## src/rtl/cla_nibble_seq_ctrl.sv

```systemverilog
// WIDTH-bit add/subtract sequencer driving one registered 4-bit CLA adder a nibble at a time.
// Optional perf counters (perf_ops, perf_busy) enabled by defining CLA_SEQ_PERF_EN.
module cla_nibble_seq_ctrl #(
  parameter int WIDTH   = 16,
  parameter int ADD_LAT = 2
) (
  input  logic             clk,
  input  logic             reset_n,
  input  logic             req_valid,
  output logic             req_ready,
  input  logic [WIDTH-1:0] req_a,
  input  logic [WIDTH-1:0] req_b,
  input  logic             req_cin,
  input  logic             req_sub,
  output logic             rsp_valid,
  input  logic             rsp_ready,
  output logic [WIDTH-1:0] rsp_sum,
  output logic             rsp_cout,
  output logic             rsp_ovf,
  output logic [3:0]       add_a,
  output logic [3:0]       add_b,
  output logic             add_cin,
  input  logic [3:0]       add_sum,
  input  logic             add_cout
`ifdef CLA_SEQ_PERF_EN
  ,
  output logic [15:0]      perf_ops,
  output logic [15:0]      perf_busy
`endif
);

  localparam int NIBBLES = WIDTH / 4;
  localparam int IW      = (NIBBLES > 1) ? $clog2(NIBBLES) : 1;
  localparam int LW      = (ADD_LAT > 2) ? $clog2(ADD_LAT - 1) : 1;

  typedef enum logic [2:0] {S_IDLE, S_ISSUE, S_WAIT, S_CAPTURE, S_DONE} state_t;

  state_t           r_state;
  logic [WIDTH-1:0] r_a, r_b, r_sum;
  logic [IW-1:0]    r_idx;
  logic [LW-1:0]    r_lat;

  logic [WIDTH-1:0] w_bp;
  logic             w_c0, w_last;
  logic [IW-1:0]    w_idx_nxt;

  // Subtract is A + ~B + 1; req_cin only matters for add.
  assign w_bp      = req_sub ? ~req_b : req_b;
  assign w_c0      = req_sub | req_cin;
  assign w_last    = (r_idx == IW'(NIBBLES - 1));
  assign w_idx_nxt = r_idx + 1'b1;
  assign rsp_sum   = r_sum;

  always_ff @(posedge clk or negedge reset_n) begin
    if (!reset_n) begin
      r_state   <= S_IDLE;
      r_a       <= '0;
      r_b       <= '0;
      r_sum     <= '0;
      r_idx     <= '0;
      r_lat     <= '0;
      req_ready <= 1'b1;
      rsp_valid <= 1'b0;
      rsp_cout  <= 1'b0;
      rsp_ovf   <= 1'b0;
      add_a     <= '0;
      add_b     <= '0;
      add_cin   <= 1'b0;
    end else begin
      case (r_state)
        S_IDLE: if (req_valid) begin
          r_a       <= req_a;
          r_b       <= w_bp;
          r_sum     <= '0;
          r_idx     <= '0;
          add_a     <= req_a[3:0];
          add_b     <= w_bp[3:0];
          add_cin   <= w_c0;
          req_ready <= 1'b0;
          r_state   <= S_ISSUE;
        end
        S_ISSUE: begin
          r_lat   <= '0;
          r_state <= (ADD_LAT > 1) ? S_WAIT : S_CAPTURE;
        end
        S_WAIT: begin
          if (r_lat == LW'(ADD_LAT - 2)) r_state <= S_CAPTURE;
          else                           r_lat   <= r_lat + 1'b1;
        end
        S_CAPTURE: begin
          r_sum[4*r_idx +: 4] <= add_sum;
          if (!w_last) begin
            // Next nibble is presented on the same edge, so ISSUE sees it immediately.
            r_idx   <= w_idx_nxt;
            add_a   <= r_a[4*w_idx_nxt +: 4];
            add_b   <= r_b[4*w_idx_nxt +: 4];
            add_cin <= add_cout;
            r_state <= S_ISSUE;
          end else begin
            add_a     <= '0;
            add_b     <= '0;
            add_cin   <= 1'b0;
            rsp_cout  <= add_cout;
            rsp_ovf   <= (r_a[WIDTH-1] == r_b[WIDTH-1]) && (add_sum[3] != r_a[WIDTH-1]);
            rsp_valid <= 1'b1;
            r_state   <= S_DONE;
          end
        end
        S_DONE: if (rsp_ready) begin
          rsp_valid <= 1'b0;
          req_ready <= 1'b1;
          r_state   <= S_IDLE;
        end
        default: r_state <= S_IDLE;
      endcase
    end
  end

`ifdef CLA_SEQ_PERF_EN
  always_ff @(posedge clk or negedge reset_n) begin
    if (!reset_n) begin
      perf_ops  <= '0;
      perf_busy <= '0;
    end else begin
      if (rsp_valid && rsp_ready && perf_ops != 16'hFFFF) perf_ops <= perf_ops + 1'b1;
      if (r_state != S_IDLE && perf_busy != 16'hFFFF)     perf_busy <= perf_busy + 1'b1;
    end
  end
`endif

endmodule

```

## config.mk

```make
export PLATFORM = sky130hd
export DESIGN_NAME = cla_nibble_seq_ctrl
export DESIGN_NICKNAME = d
export VERILOG_FILES = /design/src/rtl/cla_nibble_seq_ctrl.sv
export SDC_FILE = /design/constraint.sdc
export NUM_CORES = 1
export LEC_CHECK = 0
export CORE_UTILIZATION = 39
export CTS_CLUSTER_SIZE = 28
export DETAILED_ROUTE_END_ITERATION = 10
export PLACE_DENSITY = 0.62
export SYNTH_ARGS = -nofsm -noshare
export SYNTH_HDL_FRONTEND = slang
export SYNTH_SLANG_ARGS = --single-unit
```

## constraint.sdc

```tcl
create_clock -name clk -period 2.9 [get_ports clk]
set_clock_uncertainty 0.05 [all_clocks]
set_input_delay 0.58 -clock clk [delete_from_list [all_inputs] [get_ports clk]]
set_output_delay 0.58 -clock clk [all_outputs]
set_load 0.05 [all_outputs]
```

==> flow_metrics.py <==
metrics = {
    "routing": {
        "routed_via_density": 5.03,
        "met2WireLength_um": 3180,
        "route.vias.total": 2339,
        "first_pass_iters": 4,
        "iteration_0_drc_markers": 151,
        "met1_length_um": 3120,
        "uppermost_metal_layer_occupied_by_signal_nets": "met4",
        "final_antenna_net_count": 0,
        "drt-total-wl_um": 6780,
        "detail_route.wl_per_cell_um": 14.6,
        "drc": 0,
        "detail_route_met3_wl_um": 396,
    },
    "flow_run": {
        "maxCapViolCount": 0,
    },
    "setup_path": {
        "critical_path.endpoint_type": "primary output",
        "cp_data_arrival_time_ns": 1.68,
        "crit_path_start_kind": "flip-flop",
        "critical_path.slowest_cell": "sky130_fd_sc_hd__clkdlybuf4s50_1",
        "crit_required_ns": 2.27,
        "crit_family": "buffers and inverters",
        "slowest_delay_ns": 0.79,
        "setup.worst_path.class": "reg -> out",
        "critical_path_peak_fanout": 3,
        "critPathBufInv": 1,
        "timing.reg2reg.setup_slack_ns": 0.72,
        "crit_chain": "clkdlybuf4s50_1",
    },
    "synth": {
        "yosys.area_share.adder": 0.0239,
        "yosys_warnings": 0,
        "synthDominantCellAreaShare": 0.519,
        "synth_register_bits": 66,
        "netlist_top_cells_area": "sky130_fd_sc_hd__dfrtp_1 (52%), sky130_fd_sc_hd__nand2_1 (8.7%), sky130_fd_sc_hd__mux4_2 (5.7%), sky130_fd_sc_hd__a22o_1 (4.5%), sky130_fd_sc_hd__xnor2_1 (4.5%)",
        "synth_largest_area_cell": "sky130_fd_sc_hd__dfrtp_1",
        "yosys.area_share.xor_xnor": 0.0475,
        "postSynthNetCount": 334,
        "synth.mux.area_fraction": 0.0774,
        "synth_common_cells": "sky130_fd_sc_hd__nand2_1 (73), sky130_fd_sc_hd__dfrtp_1 (65), sky130_fd_sc_hd__a22o_1 (16), sky130_fd_sc_hd__xnor2_1 (16), sky130_fd_sc_hd__o21ai_1 (15)",
        "yosys.cell_types.count": 40,
        "dominant_combinational_cell_family_by_area_after_synthesis": "simple AND/OR/NAND/NOR gates",
        "yosysSeqAreaShare": 0.527,
        "synthSimpleGateAreaFrac": 0.156,
        "count_of_flip_flops_with_a_built_in_enable_after_synthesis": 0,
        "syn-cell-area_um2": 3140,
        "postSynthCellCount": 285,
        "most_instantiated_library_cell_after_synthesis": "sky130_fd_sc_hd__nand2_1",
        "synth_area_per_cell_um2": 11.0,
        "synth-async-reset-ratio": 1.00,
        "synthesized_area_fraction_occupied_by_ao_oa_aoi_and_oai_cells": 0.125,
        "synthFlopType": "sky130_fd_sc_hd__dfrtp_1",
    },
    "timing": {
        "hold_fails_final_rpt": 0,
        "period_needed_ns": 2.31,
        "max_freq_mhz": 434,
        "timing.slew.headroom": 0.481,
        "worst-slew-pin-transition_ns": 0.771,
        "final.setup.worst_slack_ns": 0.595,
        "timing.setup.tns_ns": 0,
        "grt_setup_unrepaired": "false",
        "timing.final.crit_share": 0.795,
        "maxSlewViolCount": 0,
        "finalSetupViolCount": 0,
    },
    "placed_design": {
        "detailedPlacementHpwl_um": 4810,
        "gp_routability_congestion": 0.736,
        "placement.cell_area_um2": 3940,
        "dp_worst_setup_slack_ns": 0.494,
        "port_buffers": 71,
    },
    "cells_and_area": {
        "layout-drive-gt1-share": 0.113,
        "final_nets": 407,
        "multiInputGateArea_um2": 1350,
        "final_design_area_no_fill_um2": 4140,
        "diodes": 0,
        "areaGrowthSynthToFinish_pct": 32.1,
        "fillCellCount": 728,
        "seqCellArea_um2": 1650,
    },
    "pwr": {
        "power.density_nw_per_um2": 1110,
        "pwr-share-seq": 0.347,
        "power_report.internal_total_mw": 2.70,
        "power.share.combinational": 0.483,
        "p_leak_nw": 1.85,
        "power.switching_fraction": 0.410,
        "max_ir_drop_vdd_uv": 369,
        "net-switching-power_mw": 1.88,
        "clock_network_fraction_of_design_power": 0.170,
        "design_power_total_mw": 4.58,
    },
    "global_routing": {
        "pin_count_of_the_biggest_net_entering_global_routing": 51,
        "globalRoute.totalOverflow": 0,
        "grt_pass1_vias": 2334,
        "grt_first_pass_wirelength_um": 11600,
        "grt_use_total": 0.179,
        "initial_antenna_violation_count": 0,
    },
    "min_path": {
        "holdCritPathClass": "in -> async",
    },
    "floorplan": {
        "design.portCount": 72,
        "initial_core_utilization": 0.404,
        "die_w_um": 91.7,
        "floorplan.die_area_um2": 8400,
        "floorplan.die.height_um": 91.7,
        "design.core.area_um2": 7770,
        "placementRows": 32,
    },
    "cts": {
        "clock_insertion_delay_worst_skew_ns": 0.34,
        "cts.repair.resized": 0,
        "cts_made_buffers": 9,
        "cts_setup_buffers": 0,
        "clock-root-buffer": "sky130_fd_sc_hd__clkbuf_8",
        "cts_tree": "yes",
        "ctsLongestPathBuffers": 2,
        "clock_tree_sinks": 66,
        "ctsHtreeMaxLevel": 3,
        "path_clk_slew_ns": 0.07,
        "holdBufCountCts": 0,
    },
    "run_status": {
        "run_status": "complete, no violations",
    },
}
## registers in the layout, summed over array words and instances, names as in the netlist, 2 cells and up
name / count
r_b: 16
add_a: 4
rsp_sum: 16
add_b: 4
r_idx: 2
r_a: 16
r_state: 3
## cells in the final DEF (no fill, tap or decap), types with 2 or more instances in the layout
master,count
sky130_fd_sc_hd__clkdlybuf4s50_1,70
sky130_fd_sc_hd__nor2_1,6
sky130_fd_sc_hd__o21ai_0,2
sky130_fd_sc_hd__and3b_1,2
sky130_fd_sc_hd__nand3b_1,4
sky130_fd_sc_hd__nand2b_1,3
sky130_fd_sc_hd__dfrtp_1,65
sky130_fd_sc_hd__a21o_1,4
sky130_fd_sc_hd__mux4_2,8
sky130_fd_sc_hd__mux2i_1,4
sky130_fd_sc_hd__or2b_1,2
sky130_fd_sc_hd__inv_1,5
sky130_fd_sc_hd__o21ai_1,15
sky130_fd_sc_hd__nand2_1,73
sky130_fd_sc_hd__clkbuf_8,11
sky130_fd_sc_hd__a22o_1,16
sky130_fd_sc_hd__o21a_1,3
sky130_fd_sc_hd__xnor2_1,16
sky130_fd_sc_hd__buf_4,8
sky130_fd_sc_hd__nor3_1,3
sky130_fd_sc_hd__a21oi_1,5
sky130_fd_sc_hd__clkinv_2,3
sky130_fd_sc_hd__nand3_1,4
sky130_fd_sc_hd__mux2_2,2
sky130_fd_sc_hd__nor4_1,2
sky130_fd_sc_hd__a32o_1,4
sky130_fd_sc_hd__ha_1,6
## logic make-up after synthesis
group / after synthesis
xor+xnor: 17
simple gates: 104
flops: 66
mux: 14
compound gates: 55
buf+inv: 23
fa+ha+maj: 6
## layer usage
metal,track usage,vias up
met1,0.245,1116
met4,0.0622,0
met5,0,-
li1,-,1137
met3,0.0539,7
met2,0.271,79
## final timing paths
check / startpoint / depth (start not counted) / to
worst max register to register: r_state[0]$_DFFE_PN0P_ / 3 / rsp_sum[12]$_DFFE_PN0P_
worst min register to register: r_a[2]$_DFFE_PN0P_ / 2 / r_a[2]$_DFFE_PN0P_
min in group clk: r_a[2]$_DFFE_PN0P_ / 2 / r_a[2]$_DFFE_PN0P_
worst max-delay path: req_ready$_DFFE_PN1P_ / 1 / req_ready
worst min-delay path: reset_n / 1 / rsp_sum[15]$_DFFE_PN0P_
max in group asynchronous: reset_n / 2 / rsp_sum[10]$_DFFE_PN0P_
## metrics by stage
stage,utilization,hold slack (ns),cells
finish,0.533,0.145,465
global route,0.533,0.155,465
CTS,0.533,0.142,465
detailed placement,0.507,0.413,449
global placement,0.507,0.404,449
floorplan,-,0.234,285
## cell type report
class,instances,area share
inverters,5,0.00453
flip-flops and latches,66,0.399
clock inverters,5,0.0127
multi-input cells,196,0.327
repair buffers,80,0.190
well taps,102,0.0308
clock buffers,11,0.0365
## power by group through the flow
stage	logic (mW)	registers, mW	clock network [mW]
global route	2.39	1.64	0.850
floorplan	1.18	2.01	0
CTS	2.23	1.59	0.807
global placement	2.19	1.59	0
detailed placement	2.23	1.60	0
finish	2.21	1.59	0.780
(Power assumes the default switching activity.)
